===== src/rtl/reset_seq_pkg.sv =====
// rtl/reset_seq_pkg.sv - shared state encoding and counter sizing for the reset sequencer
package reset_seq_pkg;

    typedef enum logic [2:0] {
        ST_ASSERT,
        ST_HOLD,
        ST_RELEASE,
        ST_RUN,
        ST_DONE
    } seq_state_e;

    function automatic int cnt_width(input int hold, input int stag, input int run);
        int m;
        m = hold;
        if (stag > m) m = stag;
        if (run > m) m = run;
        return $clog2(m + 1);
    endfunction

endpackage


===== src/rtl/reset_sequencer_if.sv =====
// rtl/reset_sequencer_if.sv - request/hold inputs and staggered reset outputs of the sequencer
interface reset_sequencer_if #(
    parameter int NUM_CH = 3
);
    logic              sw_req;
    logic              ext_hold;
    logic [NUM_CH-1:0] ch_reset_n;
    logic              all_released;
    logic              run_done;

    modport master (
        output sw_req, ext_hold,
        input  ch_reset_n, all_released, run_done
    );

    modport slave (
        input  sw_req, ext_hold,
        output ch_reset_n, all_released, run_done
    );
endinterface


===== src/rtl/reset_seq_cnt.sv =====
// rtl/reset_seq_cnt.sv - loadable up-counter that saturates at its terminal value
module reset_seq_cnt #(
    parameter int W = 4
) (
    input  logic         clk_i,
    input  logic         rst_i,
    input  logic         clr_i,
    input  logic         load_i,
    input  logic         en_i,
    input  logic [W-1:0] load_val_i,
    input  logic [W-1:0] tc_val_i,
    output logic         tc_o
);
    logic [W-1:0] cnt_q, cnt_d;

    always_comb begin
        cnt_d = cnt_q;
        if (clr_i)
            cnt_d = '0;
        else if (load_i)
            cnt_d = load_val_i;
        else if (en_i && (cnt_q != tc_val_i))
            cnt_d = cnt_q + 1'b1;
    end

    always_ff @(posedge clk_i) begin
        if (rst_i)
            cnt_q <= '0;
        else
            cnt_q <= cnt_d;
    end

    assign tc_o = (cnt_q == tc_val_i);
endmodule


===== src/rtl/reset_sequencer.sv =====
// rtl/reset_sequencer.sv - staggered multi-channel reset release with optional run watchdog
// Optional feature: RESET_SEQ_WATCHDOG_EN enables the run-window counter and run_done.
module reset_sequencer
    import reset_seq_pkg::*;
#(
    parameter int NUM_CH         = 3,
    parameter int HOLD_CYCLES    = 5,
    parameter int STAGGER_CYCLES = 2,
    parameter int RUN_CYCLES     = 120
) (
    input  logic              clk,
    input  logic              reset,
    reset_sequencer_if.slave  bus
);
    localparam int CW = cnt_width(HOLD_CYCLES, STAGGER_CYCLES, RUN_CYCLES);
    localparam int IW = (NUM_CH > 1) ? $clog2(NUM_CH) : 1;
    localparam logic [CW-1:0] HOLD_TC = CW'(HOLD_CYCLES - 1);
    localparam logic [CW-1:0] STAG_TC = CW'(STAGGER_CYCLES - 1);
    localparam logic [IW-1:0] LAST_CH = IW'(NUM_CH - 1);
`ifdef RESET_SEQ_WATCHDOG_EN
    localparam logic [CW-1:0] RUN_TC  = CW'((RUN_CYCLES > 0) ? RUN_CYCLES - 1 : 0);
`endif

    if (NUM_CH < 1 || NUM_CH > 32 || HOLD_CYCLES < 1 || STAGGER_CYCLES < 1 || RUN_CYCLES < 0)
    begin : g_param_err
        $error("reset_sequencer: parameter out of range");
    end

    seq_state_e        state_q;
    logic              started_q;
    logic [IW-1:0]     idx_q;
    logic [NUM_CH-1:0] ch_q;
    logic              all_rel_q;
`ifdef RESET_SEQ_WATCHDOG_EN
    logic              run_done_q;
`endif

    logic          restart;
    logic          cnt_clr, cnt_load, cnt_en, cnt_tc;
    logic [CW-1:0] tc_val;

    assign restart = (state_q != ST_ASSERT) && bus.sw_req;

    // One counter serves every phase; each phase entry reloads it from zero.
    always_comb begin
        tc_val   = HOLD_TC;
        cnt_clr  = 1'b1;
        cnt_load = 1'b0;
        cnt_en   = 1'b0;
        case (state_q)
            ST_HOLD: begin
                if (!restart && !bus.ext_hold) begin
                    cnt_clr  = 1'b0;
                    cnt_load = cnt_tc;
                    cnt_en   = !cnt_tc;
                end
            end
            ST_RELEASE: begin
                tc_val = STAG_TC;
                if (!restart) begin
                    cnt_clr  = 1'b0;
                    cnt_load = cnt_tc;
                    cnt_en   = !cnt_tc;
                end
            end
`ifdef RESET_SEQ_WATCHDOG_EN
            ST_RUN: begin
                tc_val = RUN_TC;
                if (!restart && (RUN_CYCLES != 0)) begin
                    cnt_clr  = 1'b0;
                    cnt_load = cnt_tc;
                    cnt_en   = !cnt_tc;
                end
            end
`endif
            default: ;
        endcase
    end

    reset_seq_cnt #(.W(CW)) u_cnt (
        .clk_i      (clk),
        .rst_i      (reset),
        .clr_i      (cnt_clr),
        .load_i     (cnt_load),
        .en_i       (cnt_en),
        .load_val_i ('0),
        .tc_val_i   (tc_val),
        .tc_o       (cnt_tc)
    );

    // started_q makes the first post-reset edge count as the single ASSERT cycle.
    always_ff @(posedge clk) begin
        if (reset) begin
            state_q    <= ST_ASSERT;
            started_q  <= 1'b0;
            idx_q      <= '0;
            ch_q       <= '0;
            all_rel_q  <= 1'b0;
`ifdef RESET_SEQ_WATCHDOG_EN
            run_done_q <= 1'b0;
`endif
        end else if (restart) begin
            state_q    <= ST_ASSERT;
            started_q  <= 1'b1;
            idx_q      <= '0;
            ch_q       <= '0;
            all_rel_q  <= 1'b0;
`ifdef RESET_SEQ_WATCHDOG_EN
            run_done_q <= 1'b0;
`endif
        end else begin
            case (state_q)
                ST_ASSERT: begin
                    if (started_q)
                        state_q <= ST_HOLD;
                    else
                        started_q <= 1'b1;
                end
                ST_HOLD: begin
                    if (!bus.ext_hold && cnt_tc) begin
                        ch_q[0] <= 1'b1;
                        idx_q   <= IW'(1);
                        if (NUM_CH == 1) begin
                            all_rel_q <= 1'b1;
                            state_q   <= ST_RUN;
                        end else begin
                            state_q   <= ST_RELEASE;
                        end
                    end
                end
                ST_RELEASE: begin
                    if (cnt_tc) begin
                        ch_q[idx_q] <= 1'b1;
                        if (idx_q == LAST_CH) begin
                            all_rel_q <= 1'b1;
                            state_q   <= ST_RUN;
                        end else begin
                            idx_q <= idx_q + 1'b1;
                        end
                    end
                end
                ST_RUN: begin
`ifdef RESET_SEQ_WATCHDOG_EN
                    if ((RUN_CYCLES != 0) && cnt_tc) begin
                        run_done_q <= 1'b1;
                        state_q    <= ST_DONE;
                    end
`endif
                end
                ST_DONE: ;
                default: state_q <= ST_ASSERT;
            endcase
        end
    end

    assign bus.ch_reset_n   = ch_q;
    assign bus.all_released = all_rel_q;
`ifdef RESET_SEQ_WATCHDOG_EN
    assign bus.run_done     = run_done_q;
`else
    assign bus.run_done     = 1'b0;
`endif
endmodule


===== src/flat_wrapper.sv =====
// flat-port wrapper written by rule: the top's interface ports become plain ports
module reset_sequencer_flat import reset_seq_pkg::*;
#(
    parameter int NUM_CH         = 3,
    parameter int HOLD_CYCLES    = 5,
    parameter int STAGGER_CYCLES = 2,
    parameter int RUN_CYCLES     = 120
)
  (clk, reset, bus_sw_req, bus_ext_hold, bus_ch_reset_n, bus_all_released, bus_run_done);
  reset_sequencer_if #(.NUM_CH(NUM_CH)) bus_i ();
  input  logic clk;
  input  logic reset;
  input wire logic [$bits(bus_i.sw_req)-1:0] bus_sw_req;
  input wire logic [$bits(bus_i.ext_hold)-1:0] bus_ext_hold;
  output wire logic [$bits(bus_i.ch_reset_n)-1:0] bus_ch_reset_n;
  output wire logic [$bits(bus_i.all_released)-1:0] bus_all_released;
  output wire logic [$bits(bus_i.run_done)-1:0] bus_run_done;
  assign bus_i.sw_req = bus_sw_req;
  assign bus_i.ext_hold = bus_ext_hold;
  assign bus_ch_reset_n = bus_i.ch_reset_n;
  assign bus_all_released = bus_i.all_released;
  assign bus_run_done = bus_i.run_done;
  reset_sequencer #(.NUM_CH(NUM_CH), .HOLD_CYCLES(HOLD_CYCLES), .STAGGER_CYCLES(STAGGER_CYCLES), .RUN_CYCLES(RUN_CYCLES)) u_core (.clk(clk), .reset(reset), .bus(bus_i));
endmodule

===== config.mk =====
export PLATFORM = sky130hd
export DESIGN_NAME = reset_sequencer_flat
export DESIGN_NICKNAME = d
export VERILOG_FILES = /design/src/rtl/reset_seq_pkg.sv /design/src/rtl/reset_sequencer_if.sv /design/src/rtl/reset_seq_cnt.sv /design/src/rtl/reset_sequencer.sv /design/src/flat_wrapper.sv
export SDC_FILE = /design/constraint.sdc
export NUM_CORES = 1
export LEC_CHECK = 0
export CAP_MARGIN = 30
export CORE_MARGIN = 10
export CORE_UTILIZATION = 36
export DETAILED_ROUTE_END_ITERATION = 10
export MAX_ROUTING_LAYER = met4
export PLACE_DENSITY = 0.57
export SYNTH_ARGS = -nofsm -noshare
export SYNTH_HDL_FRONTEND = slang
export SYNTH_SLANG_ARGS = --single-unit

===== constraint.sdc =====
create_clock -name clk -period 2.3 [get_ports clk]
set_input_delay 0.46 -clock clk [delete_from_list [all_inputs] [get_ports clk]]
set_output_delay 0.46 -clock clk [all_outputs]
set_load 0.02 [all_outputs]

* Yosys cells after proc, flatten, opt, wreduce, memory -nomap -nowiden
Index checks and enable logic that the tools add are counted.
** Operators by class
- Reduce and logical (&&, ||, !) cells :: 20
- Bitwise operators :: 2
- Mux-type cells :: 26
- Magnitude comparators :: 2
- Add/sub/neg operators :: 2
- Equal/unequal tests :: 12
** Operator list (number)
- 3-bit 2-to-1 mux :: 5
- 3-bit one-hot mux with 4 select lines :: 1
- 1-bit 2-to-1 mux :: 11
- 2-bit by 1-bit != test with 1-bit output, second input constant :: 4
- 1-bit one-hot mux with 2 select lines :: 4
- 7-bit by 1-bit adder with 7-bit output, second input constant :: 1
- 7-bit equality test :: 1
- 7-bit by 3-bit != test with 1-bit output :: 1
- 3-bit by 2-bit equality test with 1-bit output, second input constant :: 2
- 2-bit 2-to-1 mux :: 3
- 3-bit AND reduction :: 2
- 1-bit logical AND :: 5
- 5-bit AND reduction :: 1
- 2-bit one-hot mux with 2 select lines :: 1
- 4-bit AND reduction :: 1
- 2-bit nonzero test :: 2
- 2-bit OR reduction :: 2
- 3-bit by 1-bit equality test with 1-bit output, second input constant :: 1
- 3-bit equality test, second input constant :: 1
- 1-bit zero test :: 3
- 3-bit zero test :: 1
- 2-bit by 3-bit < comparator with 1-bit output, second input constant :: 1
- 3-bit OR :: 1
- 3-bit nonzero test :: 1
- other kinds (8) :: 8
** Storage, ports and cells
- Register bits after elaboration :: 17
- Output and inout port bits :: 5
- Bits of input ports :: 4

* Logic depth before layout (Yosys ltp)
- Word-level depth :: 7
- Depth in mapped cells :: 8

* Hierarchy
From an unflattened synthesis, not the netlist that was laid out.
** Second synthesis, totals
- Cell total of the unflattened synthesis :: 127
- Area total of the unflattened synthesis :: 1037.2 sq um
** Modules (own cells, without submodules)
- reset_sequencer :: seq. area each 180.2 sq um, instances 1, area each 554.3 sq um, cells an instance 67
- reset_seq_cnt :: seq. area each 140.1 sq um, instances 1, area each 483.0 sq um, cells an instance 60

* Worst setup path after synthesis
Ideal clock, no wire load.
- Kind :: reg-to-reg
- From :: reg u_core.state_q[0]
- To :: reg u_core.state_q[0]
- Clock period less this slack :: 2.060 ns
- Data required time :: 2.184 ns
- Buffers on the path :: 1
- Setup time :: 0.116 ns
- Slack :: 0.240 ns
- Stages on the path, launching flop included :: 9
- Data arrival time :: 1.943 ns
- Cells stage by stage :: dfxtp_1 > inv_1 > ha_1 > buf_4 > or3b_1 > o22ai_2 > o22ai_4 > or4_1 > o211a_1
** On the way
- Word-level cells in the longest chain between the ends :: 6
- Elaborated cells between the ends (all ways) :: 19
- Classes of those cells :: 9 x eq/ne; 2 x mux; 1 x bitwise; 7 x reduce/logical
** Ends and longest elaborated chain
- start, declared :: line reset_sequencer.sv:29 : seq_state_e state_q;
- start signal, assigned :: line reset_sequencer.sv:94 : state_q <= ST_ASSERT;
- start signal, assigned :: line reset_sequencer.sv:103 : state_q <= ST_ASSERT;
- start signal, assigned :: line reset_sequencer.sv:115 : state_q <= ST_HOLD;
- 3-bit by 2-bit equality test with 1-bit output :: line reset_sequencer.sv:50, reset_sequencer.sv:112
- 3-bit 2-to-1 mux :: line reset_sequencer.sv:50 : case (state_q)
- 7-bit equality test :: line reset_seq_cnt.sv:33 : assign tc_o = (cnt_q == tc_val_i);
- 1-bit logical AND :: line reset_sequencer.sv:120 : if (!bus.ext_hold && cnt_tc) begin
- 2-bit by 1-bit != test with 1-bit output (no source line)
- 5-bit AND reduction (no source line)
Several ways; a longest one is shown, not always the timed one.
A chain may end at the register's enable or synchronous reset.

* Worst setup path in the final report
Ends and elaborated chain as after synthesis.

==> results_dict.tcl <==
set metrics [dict create \
    min_path_type "reg2reg" \
    synth_edf_count 0 \
    cp_top_family "simple AND/OR/NAND/NOR gates" \
    port_buffers 7 \
    cts_tree "done" \
    die-area_um2 5120 \
    initial_core_util 0.383 \
    dpl.cell_count 140 \
    outcome "complete, no violations" \
    path_buf_inv 1 \
    netSwitchingFraction 0.379 \
    startpoint "u_core.state_q[0]" \
    grt_overflow 0 \
    fin_crit_sh 0.880 \
    reg2reg_depth 7 \
    grt_start_max_net_pins 10 \
    path_cells "inv_1 > ha_1 > or3b_1 > o22ai_2 > o22ai_4 > or4_1 > o211a_1" \
    clock_latency_ns 0.29 \
    cts_resized 0 \
    endpoint_kind "flop" \
    coreArea_um2 2500 \
    p_leak_uw 0.000421 \
    cp-start-kind "flop" \
    peakVddDrop_uv 363 \
    clk_pin_slew_ns 0.10 \
    synth_fp_nets 116 \
    dr_total_vias 748 \
    rsz0062_at_grt "false" \
    wire_per_inst_um 12.7 \
    die_w_um 71.6 \
    finalSetupTns_ns 0 \
    firstDrtPassIters 4 \
    grt_pass1_vias 747 \
    maxCapViolations 0 \
    cts_setup_buffers 0 \
    cp_max_fo 7 \
    synthTopCellsByArea "dfxtp_1, ha_1, nor2_1, nand4_1, a2111oi_4" \
    crit_required_ns 2.50 \
    die_h_um 71.6 \
    cp_slowest_cell "or3b_1" \
    holdBufCountCts 0 \
    hold_viol 0 \
    grt_pass1_wl_mm 3.25 \
    gp_congestion 0.799 \
    top_level_ports 9 \
    cp_slowest_stage_delay_ns 0.41 \
    async_flop_share 0 \
    fmax_mhz 494 \
    synthDominantCellAreaShare 0.335 \
    ys.flop_type "dfxtp_1" \
    power_frac_clock 0.198 \
    final_nets 127 \
    crit_cells 7 \
    ys_seq_area_frac 0.335 \
    period_needed_ns 2.02 \
    setup_viol 0 \
    synth-seq-cells 16 \
    rows 18 \
    instances_no_fill 144 \
    postSynthAreaPerCell_um2 9.20 \
    drc 0 \
    dp_hpwl_mm 1.40 \
    drive_above_1_share 0.105 \
    critPathKind "reg2reg" \
    area_delta_synth_final_pct 14.2 \
    cts_sinks 16 \
    yosysMostFrequentCell "dfxtp_1" \
    netlist_area_um2 957 \
    rrSetupSlack_ns 0.28 \
    synthTopCellsByCount "dfxtp_1, nor2_1, ha_1" \
    syn_inst 104 \
    finClkSkew_ns 0.00905 \
    p_switching_uw 363 \
    arrival_ns 2.22 \
    antenna_cells 0 \
    htreeDepth 1 \
    wl_mm 1.83 \
    detail-route-antenna-nets 0 \
    seqPwrFrac 0.352 \
    cts-root-buf "clkbuf_4" \
    p_per_area_nw_per_um2 875 \
    slew_viol_final 0 \
    track_usage 0.0799 \
    drt-initial-drc-count 68 \
    intPower_uw 594 \
    cts-buffers-inserted 3 \
    yosys.area.top_type "dfxtp_1" \
    via_per_inst 5.19 \
    synth_warnings 0 \
    yosysUniqueCellTypes 39 \
    r2r_start "u_core.state_q[0]" \
    hp-start "u_core.bus.ch_reset_n[2]" \
    comb_power_share 0.451 \
    antenna_found_initial 0 \
    clk_path_buf_depth 2 \
    hold_path_depth 1 \
]
==> cell usage in the layout, fill, tap and decap left out, drive strengths merged, types with 3 or more instances in the layout <==
cell type,count
ha,8
clkdlybuf4s50,7
dfxtp,16
nor2b,3
clkbuf,4
o21ai,4
nand2,4
a21oi,3
xor2,3
nor3,3
o21a,3
nor2,13
o22ai,3
inv,7
nand4,5
==> sequential cells by signal (all words and copies together) (netlist names) <==
register and flops:
u_core.bus.ch_reset_n 3, u_core.state_q 2, u_core.u_cnt.cnt_q 7, u_core.idx_q 2, u_core.bus.all_released 1, u_core.started_q 1
==> through the flow <==
| stage | power (uW) | hold WS [ns] | area, um^2 | utilization | setup WS [ns] |
|---|---|---|---|---|---|
| after floorplan | 681 | 0.445 | 957 | - | 0.240 |
| after global placement | 775 | 0.452 | 1060 | 0.423 | 0.181 |
| after detailed placement | 775 | 0.457 | 1060 | 0.423 | 0.177 |
| after CTS | 972 | 0.478 | 1090 | 0.437 | 0.264 |
| after global routing | 1030 | 0.502 | 1090 | 0.437 | 0.148 |
| final | 957 | 0.476 | 1090 | 0.437 | 0.275 |
==> cell families after synthesis <==
group	share of synthesized area
flops	0.335
compound gates	0.184
simple gates	0.263
other cells	0.00392
xor+xnor	0.0458
fa+ha+maj	0.105
buf+inv	0.0431
mux	0.0209
==> power by group through the flow <==
stage	combinational (uW)	sequential [uW]	clock (uW)
after floorplan	333	348	0
after global placement	435	340	0
after detailed placement	432	343	0
after CTS	436	337	200
after global routing	487	342	205
final	431	336	189
==> cell type report <==
cell class / count / area (um^2)
well taps: 30 / 37.5
clock buffers: 4 / 36.3
inverters: 7 / 26.3
fillers: 241 / 1410
repair buffers: 8 / 77.6
multi-input cells: 79 / 596
flip-flops and latches: 16 / 320
==> layer usage <==
| layer | up-vias | GRT usage | part of all wire |
|---|---|---|---|
| met3 | 5 | 0.0303 | 0.049 |
| met4 | 0 | 0.0387 | 0.020 |
| met2 | 18 | 0.111 | 0.41 |
| met5 | - | - | 0 |
| li1 | 391 | - | - |
| met1 | 334 | 0.0982 | 0.52 |
==> path summary, 6_finish.rpt <==
| path | to |
|---|---|
| setup / recovery | u_core.state_q[0] |
| setup reg to reg | u_core.state_q[0] |
| hold / removal | u_core.bus.ch_reset_n[2] |
| hold reg to reg | u_core.bus.ch_reset_n[2] |
(Power assumes the default switching activity.)
